File: config.mk
export PLATFORM = sky130hd
export DESIGN_NAME = sprite_reg_queue
export DESIGN_NICKNAME = d
export VERILOG_FILES = /design/src/rtl/sprite_reg_queue.sv
export SDC_FILE = /design/constraint.sdc
export NUM_CORES = 1
export LEC_CHECK = 0
export BUFFER_PORTS_ARGS = -buffer_cell sky130_fd_sc_hd__buf_2
export CAP_MARGIN = 0
export CORE_ASPECT_RATIO = 1.1
export CORE_MARGIN = 8
export CORE_UTILIZATION = 55
export CTS_CLUSTER_DIAMETER = 60
export DETAILED_ROUTE_END_ITERATION = 8
export PLACE_DENSITY = 0.72
export RECOVER_POWER = 25
export SLEW_MARGIN = 20
export SYNTH_ARGS = -nofsm -noshare
export SYNTH_HDL_FRONTEND = slang
export SYNTH_SLANG_ARGS = --single-unit
export TNS_END_PERCENT = 1
File: constraint.sdc
create_clock -name clk_pixel -period 9.25 [get_ports clk_pixel]
set_clock_uncertainty 0.15 [all_clocks]
set_input_delay 1.85 -clock clk_pixel [delete_from_list [all_inputs] [get_ports clk_pixel]]
set_output_delay 1.85 -clock clk_pixel [all_outputs]
set_load 0.1 [all_outputs]
File: src/rtl/sprite_reg_queue.sv
// rtl/sprite_reg_queue.sv - sprite register write queue drained only in vertical blank
//
// Buffers CPU writes to sprite registers and releases them to the sprite
// engine only while the drain window is open (vertical blank, or always in
// immediate mode), so sprite state never changes mid-frame.
//
// Optional feature macro: SPRITE_QUEUE_COALESCE_EN
//   When defined, a write whose address matches the newest still-queued entry
//   overwrites that entry's data instead of taking a new slot.
//
// Ports:
//   clk_pixel  in   pixel clock, rising edge
//   rst_n      in   asynchronous active-low reset
//   v_valid    in   high on visible lines, low in vertical blank
//   immediate  in   drain regardless of v_valid
//   cpu_wr     in   write strobe, one entry per high cycle
//   cpu_addr   in   [7:0]  sprite register byte address
//   cpu_data   in   [15:0] register data
//   cpu_ready  out  FIFO not full
//   ovf        out  sticky: a write was dropped
//   ovf_clr    in   clears ovf (a same-cycle drop wins)
//   level      out  [AW:0] FIFO occupancy 0..DEPTH
//   reg_wr     out  one-cycle pulse per drained entry
//   reg_addr   out  [7:0]  address of drained entry
//   reg_data   out  [15:0] data of drained entry

module sprite_reg_queue #(
  parameter int DEPTH = 16,
  parameter int AW    = 4
) (
  input  logic          clk_pixel,
  input  logic          rst_n,
  input  logic          v_valid,
  input  logic          immediate,
  input  logic          cpu_wr,
  input  logic [7:0]    cpu_addr,
  input  logic [15:0]   cpu_data,
  output logic          cpu_ready,
  output logic          ovf,
  input  logic          ovf_clr,
  output logic [AW:0]   level,
  output logic          reg_wr,
  output logic [7:0]    reg_addr,
  output logic [15:0]   reg_data
);

  typedef enum logic {HOLD, DRAIN} state_e;

  localparam logic [AW:0]   LVL_FULL = (AW+1)'(DEPTH);
  localparam logic [AW:0]   LVL_ONE  = (AW+1)'(1);
  localparam logic [AW-1:0] PTR_ONE  = AW'(1);

  // Entry layout: {addr[7:0], data[15:0]}
  logic [23:0]   mem_q [DEPTH];

  state_e        state_q, state_d;
  logic [AW-1:0] wr_ptr_q, wr_ptr_d;
  logic [AW-1:0] rd_ptr_q, rd_ptr_d;
  logic [AW:0]   level_q, level_d;
  logic          ovf_q, ovf_d;
  logic          v_valid_q;
  logic          reg_wr_q;
  logic [7:0]    reg_addr_q;
  logic [15:0]   reg_data_q;

  logic          full, empty, window, pop, push, drop, coalesce;

`ifdef SPRITE_QUEUE_COALESCE_EN
  logic [AW-1:0] last_ptr;
  assign last_ptr = wr_ptr_q - PTR_ONE;
`endif

  always_comb begin
    full   = (level_q == LVL_FULL);
    empty  = (level_q == '0);
    window = !v_valid_q || immediate;
    pop    = (state_q == DRAIN) && window && !empty;

`ifdef SPRITE_QUEUE_COALESCE_EN
    // The newest entry is still queued whenever the FIFO is non-empty; it is
    // leaving this cycle only if it is also the oldest one being popped.
    coalesce = cpu_wr && !empty && (mem_q[last_ptr][23:16] == cpu_addr)
               && !(pop && (level_q == LVL_ONE));
`else
    coalesce = 1'b0;
`endif

    // A pop in the same cycle frees a slot, so a write at full is accepted.
    push = cpu_wr && !coalesce && (!full || pop);
    drop = cpu_wr && !coalesce && full && !pop;

    wr_ptr_d = push ? (wr_ptr_q + PTR_ONE) : wr_ptr_q;
    rd_ptr_d = pop  ? (rd_ptr_q + PTR_ONE) : rd_ptr_q;

    level_d = level_q;
    if (push && !pop) begin
      level_d = level_q + LVL_ONE;
    end else if (pop && !push) begin
      level_d = level_q - LVL_ONE;
    end

    ovf_d = ovf_q;
    if (drop) begin
      ovf_d = 1'b1;
    end else if (ovf_clr) begin
      ovf_d = 1'b0;
    end
  end

  // Leaving DRAIN on the post-update level keeps the empty-queue latency at
  // two cycles regardless of whether the engine was idle in HOLD or DRAIN.
  always_comb begin
    state_d = state_q;
    case (state_q)
      HOLD: begin
        if (window && !empty) begin
          state_d = DRAIN;
        end
      end
      DRAIN: begin
        if (!window || (level_d == '0)) begin
          state_d = HOLD;
        end
      end
      default: state_d = HOLD;
    endcase
  end

  always_ff @(posedge clk_pixel or negedge rst_n) begin
    if (!rst_n) begin
      state_q    <= HOLD;
      wr_ptr_q   <= '0;
      rd_ptr_q   <= '0;
      level_q    <= '0;
      ovf_q      <= 1'b0;
      v_valid_q  <= 1'b1;
      reg_wr_q   <= 1'b0;
      reg_addr_q <= '0;
      reg_data_q <= '0;
    end else begin
      state_q   <= state_d;
      wr_ptr_q  <= wr_ptr_d;
      rd_ptr_q  <= rd_ptr_d;
      level_q   <= level_d;
      ovf_q     <= ovf_d;
      v_valid_q <= v_valid;
      reg_wr_q  <= pop;
      if (pop) begin
        reg_addr_q <= mem_q[rd_ptr_q][23:16];
        reg_data_q <= mem_q[rd_ptr_q][15:0];
      end
    end
  end

  // Storage needs no reset: level and pointers define which slots are valid.
  always_ff @(posedge clk_pixel) begin
    if (push) begin
      mem_q[wr_ptr_q] <= {cpu_addr, cpu_data};
    end
`ifdef SPRITE_QUEUE_COALESCE_EN
    if (coalesce) begin
      mem_q[last_ptr][15:0] <= cpu_data;
    end
`endif
  end

  assign cpu_ready = (level_q != LVL_FULL);
  assign ovf       = ovf_q;
  assign level     = level_q;
  assign reg_wr    = reg_wr_q;
  assign reg_addr  = reg_addr_q;
  assign reg_data  = reg_data_q;

endmodule

Word level (Yosys, flattened, before mapping)

Memory sizes are Yosys's and may differ from the RTL's. A register that Yosys moved wholly into a read port is not among the register bits.
Index checks and enable logic that the tools add are counted.

Bitwise gates (word level): 1
Mux-type cells: 9
Shift operators: 0
Add/sub/neg operators: 4
Reduce and logical (&&, ||, !) cells: 21
$lt $le $gt $ge: 0
Multiply operators: 0
Equality and inequality tests: 2
Divide/modulo/power cells: 0

Operators with widths:

| operator                                         | number |
|---|---|
| zero test 5 bit                                  | 2 |
| two-way mux 5 bit                                | 2 |
| adder 4 x 1 -> 4 bit, second input constant      | 2 |
| logical AND 1 bit                                | 8 |
| zero test 1 bit                                  | 7 |
| two-way mux 1 bit                                | 6 |
| adder 5 x 1 -> 5 bit, second input constant      | 1 |
| equality test 5 bit, second input constant       | 1 |
| inequality test 5 bit, second input constant     | 1 |
| subtractor 5 x 1 -> 5 bit, second input constant | 1 |
| logical OR 1 bit                                 | 3 |
| case mux 1 bit (2 select lines)                  | 1 |
| nonzero test 2 bit                               | 1 |
| NOT 1 bit                                        | 1 |

RAM bits: 384
Bits of input ports: 30
Latch bits: 0
ROM bits: 0
Word-level logic and storage cells: 45
Output and inout port bits: 32
Memories kept: 1
Bits in registers: 17

Memory list:

| memory | depth | bits a word | read ports | clocked after Yosys merged registers in | write ports | line | text |
|---|---|---|---|---|---|---|---|
| mem_q  | 16    | 24          | 1          | 1                                       | 1           | 54   | `logic [23:0] mem_q [DEPTH];` |

Logic depth before layout (Yosys ltp)

Word-level depth: 14
Mapped depth: 9

Worst setup path before layout

No wires, ideal clock.

Path type: reg2reg
Start: reg level_q[0] (netlist: level[0])
End: mem mem_q[3][0] (enable)
Period minus slack after synthesis: 5.274 ns
Setup time: 0.435 ns
Data arrival time: 4.689 ns
Slack: 3.976 ns
Cell stages (with the launch flop): 9
Cells stage by stage: dfrtp_1 -> inv_1 -> ha_1 -> nand4bb_1 -> a21o_1 -> and2_1 -> buf_2 -> nand2_1 -> nor3_1

Cells in the longest elaborated chain, start to end: 7
Elaborated cells between the ends (all ways): 9
Classes of those cells: eq/ne: 1; mux: 2; reduce/logical: 6

Ends and longest elaborated chain:

| what                                        | line | text |
|---|---|---|
| from (decl)                                 | 59   | `logic [AW:0] level_q, level_d;` |
| from (signal assigned)                      | 144  | `level_q <= level_d;` |
| zero test 5 bit                             | 75   | `empty = (level_q == '0);` |
| zero test 1 bit                             | 77   | `pop = (state_q == DRAIN) && window && !empty;` |
| logical AND 1 bit                           | 77   |  |
| logical OR 1 bit (*)                        | 89   | `push = cpu_wr && !coalesce && (!full \|\| pop);` |
| logical AND 1 bit (*)                       | 89   |  |
| two-way mux 1 bit (*)                       | 157  | `if (push) begin` |
| two-way mux 1 bit (implied by the code) (*) | 158  | `mem_q[wr_ptr_q] <= {cpu_addr, cpu_data};` |
| to (decl)                                   | 54   |  |

Every way passes the cells marked *; elsewhere a longest branch is shown, timed or not.

Final worst setup path

Start: reg level_q[1] (netlist: level[1])
End: out cpu_ready

Cells in the longest elaborated chain, start to end: 1

Ends and longest elaborated chain:

| what                  | line | text |
|---|---|---|
| inequality test 5 bit | 167  | `assign cpu_ready = (level_q != LVL_FULL);` |
| to (decl)             | 38   | `output logic cpu_ready,` |

Every way passes these cells.

==> metrics.csv <==
metric,value,unit
status,finished with violations,
violations,"capacitance limit, slew limit",
synth-xor-area-share,0.005858,
yosys-top-cells-area,"edfxtp_1 70%, mux4_2 16%, dfrtp_1 6.1%, nand2_1 2.1%, buf_2 0.64%",
synthSimpleGateAreaFrac,0.03636,
antenna_found_initial,0,
top_layer,met4,
reg2reg_to,reg_data[3],
synth.most_common_cell,edfxtp_1,
final_max_slew_viol_count,42,
tightest_slew,2.506,ns
core_area,29480,um^2
grt_max_degree,53,
place.gp.congestion,0.8313,
synth_compound_gate_area_share,0.006314,
drtIter0Drc,823,
grt_usage,0.1898,
vias,7847,
ys.flop_type,edfxtp_1,
hold_path_end,reg_addr[2],
ant_nets,0,
area_delta_synth_final,12.61,%
postCtsSetupBuffers,0,
cts_num_sinks,425,
ys_warn_count,0,
grt_pass1_wl,50.82,mm
wl_per_cell,26.60,um
die_h,197.4,um
clockBufferDepth,3,
holdBufCountCts,0,
reg2reg_from,rd_ptr_q[0],
die_x,180.9,um
power_leakage,6.154,nW
ir_worst_vdd,0.1624,mV
fin_cells,1248,
vias_per_cell,6.288,
grt_pass1_vias,8155,
rows,66,
start_util,0.5579,
worstSetupEndpointType,output pin,
synth_area_leader_cell,edfxtp_1,
drv_cap,1,
insertedDiodeCount,0,
clk_latency,0.52,ns
met1_length,13.59,mm
drc,0,
crit_type,register to output pin,
start_kind,register,
rsz0062_at_grt,no,
synth_top_family_by_area,multiplexers,
path_clk_slew,0.06,ns
holdCritStartpoint,reg_addr[2],
cts_resized,0,
worstPathMaxFanout,8,
synth_mux_area_frac,0.1650,
hold_path.class,register to register,
fin_tns_setup,0,ns
routed_wl,33.19,mm
setup_slack,5.196,ns
dr.pass1.iters,5,
cp.arrival,2.05,ns
cts_tree,yes,
synthCells,762,
async_flop_share,0.09647,
netlist_area,16450,um^2
yosysSeqAreaShare,0.7636,
wl_met3,2.792,mm
setup_viol,0,
drive_gt1_frac,0.3021,
ys_ff_latch,425,
max_freq,246.7,MHz
overflow,0,
synthAdderAreaFrac,0.006695,
finalCritPeriodShare,0.4382,
rrSetupSlack,5.73,ns
synth_edf_count,384,
synth_common_cells,"384 x edfxtp_1, 117 x mux4_2, 90 x nand2_1",
io-pin-count,62,
powerDensity,336.7,nW/um^2
wl_met2,16.23,mm
dp.cells,1177,
slew_headroom,-0.6703,
syn_avg_cell_area,21.58,um^2
final_hold_viol_count,0,
nNetsFinal,884,
dp_hpwl,20.67,mm
dieArea,35700,um^2
nFillCells,1938,
crit_required,7.25,ns
cts_buffers,40,
portBuffers,61,
dpl_worst_slack,4.770,ns
synth_top_area_share,0.7011,
r2r_cells,6,
h-tree-depth,2,
syn-num-nets,800,
min_delay_path_depth,2,
netlist-cell-type-count,42,
min_period,4.054,ns
root_buffer,clkbuf_16,
## final cells by class
type                       instances  area (um^2)  area share
timing repair buffer              82        461.7     0.02493
sequential                       425        12570      0.6786
clock buffer                      47         1049     0.05661
inverter                           9        33.78    0.001824
multi-input combinational        288         3672      0.1983
clock inverter                    23        269.0     0.01453
tap                              374        467.9     0.02527
## worst max-delay path by stage
stage / cells past startpoint / slack (ns) / from / to
floorplan: 8 / 3.98 / level[0] / mem_q[3][0]
global placement: 7 / 4.95 / immediate / mem_q[5][10]
detailed placement: 7 / 4.77 / immediate / mem_q[5][11]
CTS: 4 / 5.22 / level[1] / cpu_ready
global route: 1 / 4.60 / rst_n / rd_ptr_q[0]
finish: 4 / 5.20 / level[1] / cpu_ready
## placed cells by master (no fill, tap or decap), drive strengths merged, types with 3 or more instances in the layout
| cell type | synthesis | final |
|---|---|---|
| nor4b | 3 | 3 |
| nor2 | 13 | 13 |
| xnor2 | 10 | 10 |
| nand3 | 3 | 3 |
| or3 | 3 | 3 |
| clkinvlp | 0 | 4 |
| nand4 | 4 | 4 |
| dfrtp | 40 | 40 |
| nand2b | 6 | 6 |
| edfxtp | 384 | 384 |
| ha | 8 | 8 |
| inv | 9 | 9 |
| buf | 27 | 65 |
| nor3 | 4 | 4 |
| clkinv | 0 | 13 |
| a21oi | 3 | 3 |
| bufinv | 0 | 6 |
| clkbuf | 13 | 64 |
| nand2 | 90 | 90 |
| mux4 | 120 | 120 |
| o21ai | 3 | 3 |
## flip-flops by register name (all words and copies together), names as in the netlist
signal,cells
reg_addr,8
v_valid_q,1
reg_data,16
mem_q,384
wr_ptr_q,4
reg_wr,1
level,5
ovf,1
rd_ptr_q,4
state_q,1
## worst max-delay path: stages (launching register included)
cell and delay [ns]:
dfrtp_1 0.52, inv_1 0.16, ha_1 0.26, nand4bb_1 0.14
buf_2 0.44
## where the power goes
group / internal, W / switching, W / leakage, nW
Combinational: 0.000760 / 0.00122 / 1.56
Clock: 0.000978 / 0.000661 / 0.637
Sequential: 0.00236 / 0.000254 / 3.96
## layer usage
layer / global-route usage / up-vias
met2: 0.3058 / 359
met3: 0.03256 / 48
li1: - / 3266
met5: 0 / -
met4: 0.04841 / 0
met1: 0.2698 / 4174
## through the flow
step | util | total power, W | area [um^2] | hold WS [ns]
finish | 0.6282 | 0.006236 | 18520 | 0.3221
global route | 0.6282 | 0.006472 | 18520 | 0.3468
global placement | 0.5833 | 0.004567 | 17200 | 0.3039
CTS | 0.6280 | 0.006268 | 18510 | 0.3235
detailed placement | 0.5833 | 0.004625 | 17200 | 0.3112
floorplan | - | 0.004134 | 16450 | 0.3960
## cell families after synthesis
kind of cell    count (synthesis)
mux                           120
buf+inv                        49
fa+ha+maj                       9
simple gates                  134
compound gates                 14
flops                         425
xor+xnor                       11
No activity file was read; power rests on OpenSTA's default activity.
